$ cat src/rtl/da_dct_engine.sv
// Distributed-arithmetic DCT engine: butterflies over a block of samples, then a bit-serial
// ROM-accumulate per coefficient. Optional output rounding under macro DA_DCT_ROUND_EN.
module da_dct_engine #(
  parameter  int DW    = 15,
  parameter  int NPT   = 16,
  parameter  int NCOEF = 4,
  parameter  int CW    = 15,
  parameter  int OSH   = 15,
  localparam int XW    = DW + 2,
  localparam int M     = NPT / 4,
  localparam int AW    = CW + XW,
  localparam int OW    = AW - OSH,
  localparam int IW    = $clog2(NCOEF)
) (
  input  logic                 clk,
  input  logic                 rst,
  input  logic                 s_valid,
  output logic                 s_ready,
  input  logic signed [DW-1:0] s_data,
  output logic                 m_valid,
  input  logic                 m_ready,
  output logic signed [OW-1:0] m_data,
  output logic [IW-1:0]        m_idx,
  output logic                 m_last,
  output logic [M-1:0]         rom_addr,
  output logic [IW-1:0]        rom_k,
  input  logic signed [CW-1:0] rom_data,
  output logic                 busy
);

  // state  | meaning
  // S_LOAD | accepting samples into d[]
  // S_BFLY | one-cycle butterfly d[] -> x[]
  // S_ACC  | bit-serial accumulate, MSB first, XW cycles
  // S_OUT  | coefficient presented, waiting for m_ready
  typedef enum logic [1:0] {S_LOAD, S_BFLY, S_ACC, S_OUT} state_t;

  localparam int CNTW = $clog2(NPT);
  localparam int BW   = $clog2(XW);
  localparam int RSH  = (OSH > 0) ? OSH - 1 : 0;
  localparam logic signed [AW:0] RND = (OSH > 0) ? ({{AW{1'b0}}, 1'b1} << RSH) : '0;

  state_t state_q, state_d;

  logic [CNTW-1:0]       cnt_q;
  logic signed [DW-1:0]  d_q [NPT];
  logic signed [XW-1:0]  x_q [M];
  logic signed [XW-1:0]  x_d [M];
  logic [IW-1:0]         k_q;
  logic [BW-1:0]         bit_q;
  logic signed [AW-1:0]  acc_q, acc_d, rom_sx;
  logic signed [AW:0]    rnd_w, shf_w;
  logic signed [OW-1:0]  m_data_q, m_data_d;
  logic [IW-1:0]         m_idx_q;
  logic                  m_last_q;

  logic s_fire, m_fire, cnt_last, bit_top, bit_zero, k_last;

  assign s_fire   = s_valid & s_ready;
  assign m_fire   = m_valid & m_ready;
  assign cnt_last = (cnt_q == CNTW'(NPT - 1));
  assign bit_top  = (bit_q == BW'(XW - 1));
  assign bit_zero = (bit_q == '0);
  assign k_last   = (k_q == IW'(NCOEF - 1));

  function automatic logic signed [XW-1:0] sx(input logic signed [DW-1:0] v);
    return {{2{v[DW-1]}}, v};
  endfunction

  always_ff @(posedge clk) begin
    if (rst) state_q <= S_LOAD;
    else     state_q <= state_d;
  end

  always_comb begin
    state_d = state_q;
    case (state_q)
      S_LOAD: if (s_fire && cnt_last) state_d = S_BFLY;
      S_BFLY: state_d = S_ACC;
      S_ACC:  if (bit_zero) state_d = S_OUT;
      S_OUT:  if (m_fire) state_d = k_last ? S_LOAD : S_ACC;
      default: state_d = S_LOAD;
    endcase
  end

  always_comb begin
    s_ready  = (state_q == S_LOAD);
    busy     = (state_q != S_LOAD);
    m_valid  = (state_q == S_OUT);
    m_data   = m_data_q;
    m_idx    = m_idx_q;
    m_last   = m_last_q;
    rom_addr = '0;
    rom_k    = '0;
    if (state_q == S_ACC) begin
      rom_k = k_q;
      for (int m = 0; m < M; m++) rom_addr[M-1-m] = x_q[m][bit_q];
    end
  end

  // Butterfly: only the even-symmetric/odd-antisymmetric combination needed by the ROM.
  always_comb begin
    for (int m = 0; m < M; m++) begin
      x_d[m] = sx(d_q[m]) + sx(d_q[NPT-1-m]) - (sx(d_q[NPT/2-1-m]) + sx(d_q[NPT/2+m]));
    end
  end

  // MSB carries negative weight, so its ROM term is subtracted.
  always_comb begin
    rom_sx = {{XW{rom_data[CW-1]}}, rom_data};
    if (bit_top) acc_d = -rom_sx;
    else         acc_d = (acc_q <<< 1) + rom_sx;
`ifdef DA_DCT_ROUND_EN
    rnd_w = {acc_d[AW-1], acc_d} + RND;
`else
    rnd_w = {acc_d[AW-1], acc_d};
`endif
    shf_w    = rnd_w >>> OSH;
    m_data_d = shf_w[OW-1:0];
  end

  always_ff @(posedge clk) begin
    if (state_q == S_LOAD && s_valid) d_q[cnt_q] <= s_data;
  end

  always_ff @(posedge clk) begin
    if (rst) begin
      cnt_q    <= '0;
      k_q      <= '0;
      bit_q    <= BW'(XW - 1);
      acc_q    <= '0;
      m_data_q <= '0;
      m_idx_q  <= '0;
      m_last_q <= 1'b0;
      for (int m = 0; m < M; m++) x_q[m] <= '0;
    end else begin
      case (state_q)
        S_LOAD: begin
          if (s_fire) cnt_q <= cnt_last ? '0 : cnt_q + CNTW'(1);
        end
        S_BFLY: begin
          for (int m = 0; m < M; m++) x_q[m] <= x_d[m];
          k_q   <= '0;
          bit_q <= BW'(XW - 1);
          acc_q <= '0;
        end
        S_ACC: begin
          acc_q <= acc_d;
          bit_q <= bit_q - BW'(1);
          if (bit_zero) begin
            m_data_q <= m_data_d;
            m_idx_q  <= k_q;
            m_last_q <= k_last;
          end
        end
        S_OUT: begin
          if (m_fire) begin
            if (k_last) begin
              k_q <= '0;
            end else begin
              k_q   <= k_q + IW'(1);
              bit_q <= BW'(XW - 1);
              acc_q <= '0;
            end
          end
        end
        default: ;
      endcase
    end
  end

endmodule

$ cat config.mk
export PLATFORM = sky130hd
export DESIGN_NAME = da_dct_engine
export DESIGN_NICKNAME = d
export VERILOG_FILES = /design/src/rtl/da_dct_engine.sv
export SDC_FILE = /design/constraint.sdc
export NUM_CORES = 1
export LEC_CHECK = 0
export ABC_AREA = 1
export BUFFER_PORTS_ARGS = -buffer_cell sky130_fd_sc_hd__buf_2
export CAP_MARGIN = 20
export CORE_ASPECT_RATIO = 0.5
export CORE_UTILIZATION = 40
export CTS_BUF_LIST = sky130_fd_sc_hd__clkbuf_4
export DETAILED_ROUTE_END_ITERATION = 8
export MAX_ROUTING_LAYER = met4
export PLACE_DENSITY_LB_ADDON = 0.3
export SYNTH_ARGS = -nofsm -noshare
export SYNTH_HDL_FRONTEND = slang
export SYNTH_SLANG_ARGS = --single-unit
$ cat constraint.sdc
create_clock -name clk -period 3.5 [get_ports clk]
set_clock_uncertainty 0.05 [all_clocks]
set_input_delay 0.35 -clock clk [delete_from_list [all_inputs] [get_ports clk]]
set_output_delay 0.35 -clock clk [all_outputs]
set_load 0.005 [all_outputs]
==> key figures <==
Outcome
  – Status: finished, final reports clean

Setup path
  – R2r startpoint: d_q[15][0]
  – Crit Path Class: reg2reg
  – Critical Path AT: 3.86 ns
  – Worst Path Required: between 4 and 5 ns
  – Worst setup EP type: flip-flop
  – Critical Path Start: d_q[15][0]
  – Crit-path max FO: 3
  – Critical path startpoint category: flip-flop

Global route
  – Global Route Usage Sum: 0.1948
  – Via count of the first global-routing pass: between 15k and 20k
  – Pin count of the biggest net entering global routing: 64
  – Initial antenna violation count: 2
  – First-pass GRT wire length: 82.91 mm
  – Grt ovf: 0

Detailed routing
  – 1st-iter DRT viols: 984
  – Drt total wl: 51.98 mm
  – Pre-antenna DRT Iters: 5
  – Via count: roughly 16k
  – WL/cell: 15.62 µm
  – Post-route ant nets: 0
  – DRC errors left: 0
  – Via-to-Cell Ratio: 4.807

Pwr
  – Maximum vdd ir drop: 332.7 µV
  – Overall power: 14.31 mW
  – PwrDens: 572.5 nW/µm²
  – Leak Pwr: 11.37 nW

Place
  – Placed cell areas: 23,460 µm²
  – Post-place setup slack: about 0.22 ns
  – Port bufs: 62
  – Post-detail-place hpwl: 36.22 mm
  – Placed insts: 3,126
  – GP Congestion: 0.9113

Logic synthesis
  – Synth area leader: edfxtp_1
  – Largest family of logic cells by synthesized area: adder cells
  – Area share of and/or/nand/nor cells after synthesis: 0.1512
  – Synth Net Count: 2,592
  – Synth unique cells: 52
  – Mean Syn Cell Area: roughly 9.5 µm²
  – Seq/Total Area, Yosys: 0.4757
  – Mux cell area share after synthesis: 0
  – Xor/xnor cell area share of the yosys netlist: 0.006331
  – Yosys warning total: 0
  – Compound-cell area share of the yosys netlist: 0.1009
  – Synth cell count leaders: inv_1, nand2_1, edfxtp_1
  – Post-Synth Adder-Cell Area: 0.1741
  – Mapped Cells: 2,325
  – Cell with the most instances after synthesis: inv_1
  – Ranking of synthesized cells by area: edfxtp_1, fa_1, inv_1, nand2_1, ha_1
  – Synthesized area: 22,140 µm²
  – Synthesized flop and latch total: 372
  – Main synth FF type: edfxtp_1
  – Async SR Flop Fraction: 0
  – Number of synthesized flops with an enable pin: 308
  – Yosys top cell area share: 0.4178

STA
  – Least-Margin Pin Slew: 1.173 ns
  – Final min period: 3.291 ns
  – Slew headroom: 0.2170
  – Final worst slack: 0.2094 ns
  – RSZ-0062 raised after global routing: no
  – Final hold violations: 0
  – Setup TNS: 0 ns
  – Final Max Tran Viols: 0
  – # setup viols final: 0
  – Period Utilization, post-route: 0.9402
  – Max Clk Rate: 303.9 MHz

Floorplanning
  – Die Area: about 56,000 µm²
  – Initial Util: 0.4084
  – Core area: 54,200 µm²
  – Die H: roughly 170 µm
  – Ports: 63
  – Die width: about 330 µm
  – Rows: 60

Clock network
  – Htree depth: 3
  – Clock latency at the later pin of the worst-skew pair: around 0.83 ns
  – CTS Buf Count: 91
  – Reg clk slew, reported paths: 0.08 ns
  – Root Buffer: clkbuf_4
  – Clock Sinks: between 300 and 400
  – TritonCTS clock tree: yes
  – Clock buffer depth: 3
  – Setup repair bufs after CTS: 0

Worst hold path
  – Hold Crit Class: in2reg
  – Hold path start: rom_data[10]

Layout
  – Final nets: 2,774
  – Layout Cells excl Fill: 3,328
  – Design Area, Final: around 25,000 µm²
  – Fraction of layout cells with a size suffix above 1: 0.1210
  – Synth-to-Final Area Change: 12.94%

Flow run
  – Max-cap violations: 0
## flip-flops by register name, summed over array words and instances (netlist names), 4 cells and up
| signal | cells |
|---|---|
| d_q | 240 |
| x_q | 68 |
| acc_q | 31 |
| m_data | 17 |
| bit_q | 5 |
| cnt_q | 4 |
## metal layers
| metal | wire length [µm] | track usage |
|---|---|---|
| met1 | 24140 | 0.2547 |
| met2 | 23820 | 0.3074 |
| met3 | 3122 | 0.04216 |
| met4 | 890 | 0.05162 |
| met5 | 0 | - |
## worst paths after layout
path	end	slack [ns]	cells past startpoint
setup / recovery	x_q[0][10]	0.21	13
hold / removal	acc_q[10]	0.08	7
setup reg to reg	x_q[0][10]	0.21	13
hold reg to reg	m_idx[1]	0.42	2
## what timing repair did
item	4_1_cts	5_1_grt
setup endpoints to repair	4	2
gates resized for setup	2	5
hold buffers	32	0
pin swaps	0	2
hold endpoints to repair	264	0
## through the flow
stage,util,hold WS (ns)
after floorplan,-,0.3927
after global placement,0.4328,0.4062
after detailed placement,0.4328,0.4128
after CTS,0.4607,0.0008282
after global routing,0.4613,0.04137
final,0.4613,0.07757
## worst max-delay path, cell delays in order (launching register included)
cell,delay (ns)
edfxtp_1,0.40
fa_1,0.49
inv_1,0.05
fa_1,0.47
inv_1,0.04
ha_1,0.20
fa_1,0.41
nand3_1,0.11
a21oi_1,0.09
nor2_1,0.16
o21ai_0,0.17
a21oi_1,0.22
o21ai_0,0.09
a21oi_1,0.14
## cells by family (layout without fill, tap and decap cells)
| family | after synthesis | count (layout) |
|---|---|---|
| other | 0 | 5 |
| adders and majority gates | 233 | 233 |
| buffers and inverters | 528 | 782 |
| xor gates and xnor gates | 16 | 16 |
| DFF | 372 | 372 |
| AOI/OAI and AO/OA | 394 | 394 |
| and+or+nand+nor | 782 | 782 |
## where the power goes
| part | switching, mW | total (mW) | internal [mW] |
|---|---|---|---|
| Sequential | 0.244 | 5.62 | 5.38 |
| Clock | 1.87 | 3.74 | 1.87 |
| Combinational | 3.36 | 4.95 | 1.59 |
| Total | 5.47 | 14.3 | 8.84 |
## cells in the final DEF, fill, tap and decap left out, types with 4 or more instances in the layout
| master | instances |
|---|---|
| inv_1 | 481 |
| nand2_1 | 407 |
| edfxtp_1 | 308 |
| nor2_1 | 201 |
| a21oi_1 | 167 |
| clkbuf_4 | 136 |
| fa_1 | 125 |
| o21ai_0 | 109 |
| ha_1 | 108 |
| nand3_1 | 94 |
| dfxtp_1 | 63 |
| buf_2 | 62 |
| buf_4 | 33 |
| dlygate4sd3_1 | 32 |
| clkinv_1 | 19 |
| o21ai_1 | 16 |
| nor3_1 | 15 |
| nand3_2 | 13 |
| o21a_1 | 13 |
| o21bai_1 | 12 |
| nand2_2 | 11 |
| a21o_1 | 11 |
| nand4_1 | 10 |
| o22ai_1 | 10 |
| o211ai_1 | 9 |
| xnor2_1 | 9 |
| nor2_2 | 8 |
| nor2_4 | 8 |
| inv_2 | 8 |
| a31oi_1 | 8 |
| a211oi_1 | 7 |
| xor2_1 | 7 |
| o221ai_1 | 6 |
| a21oi_2 | 6 |
| diode_2 | 5 |
| a221oi_1 | 5 |
| a21boi_0 | 5 |
| nor3_2 | 4 |
| inv_6 | 4 |
| clkinv_2 | 4 |
## layout make-up
cell class	count	area (µm²)
Antenna cell	5	12.51
Clock buffer	136	1021
Clock inverter	29	167.7
Fill cell	5249	29200
Inverter	489	1836
Multi-Input combinational cell	1425	9604
Sequential cell	372	10530
Tap cell	744	930.9
Timing Repair Buffer	128	898.4
Note: power is estimated with default switching activity, not from simulation.
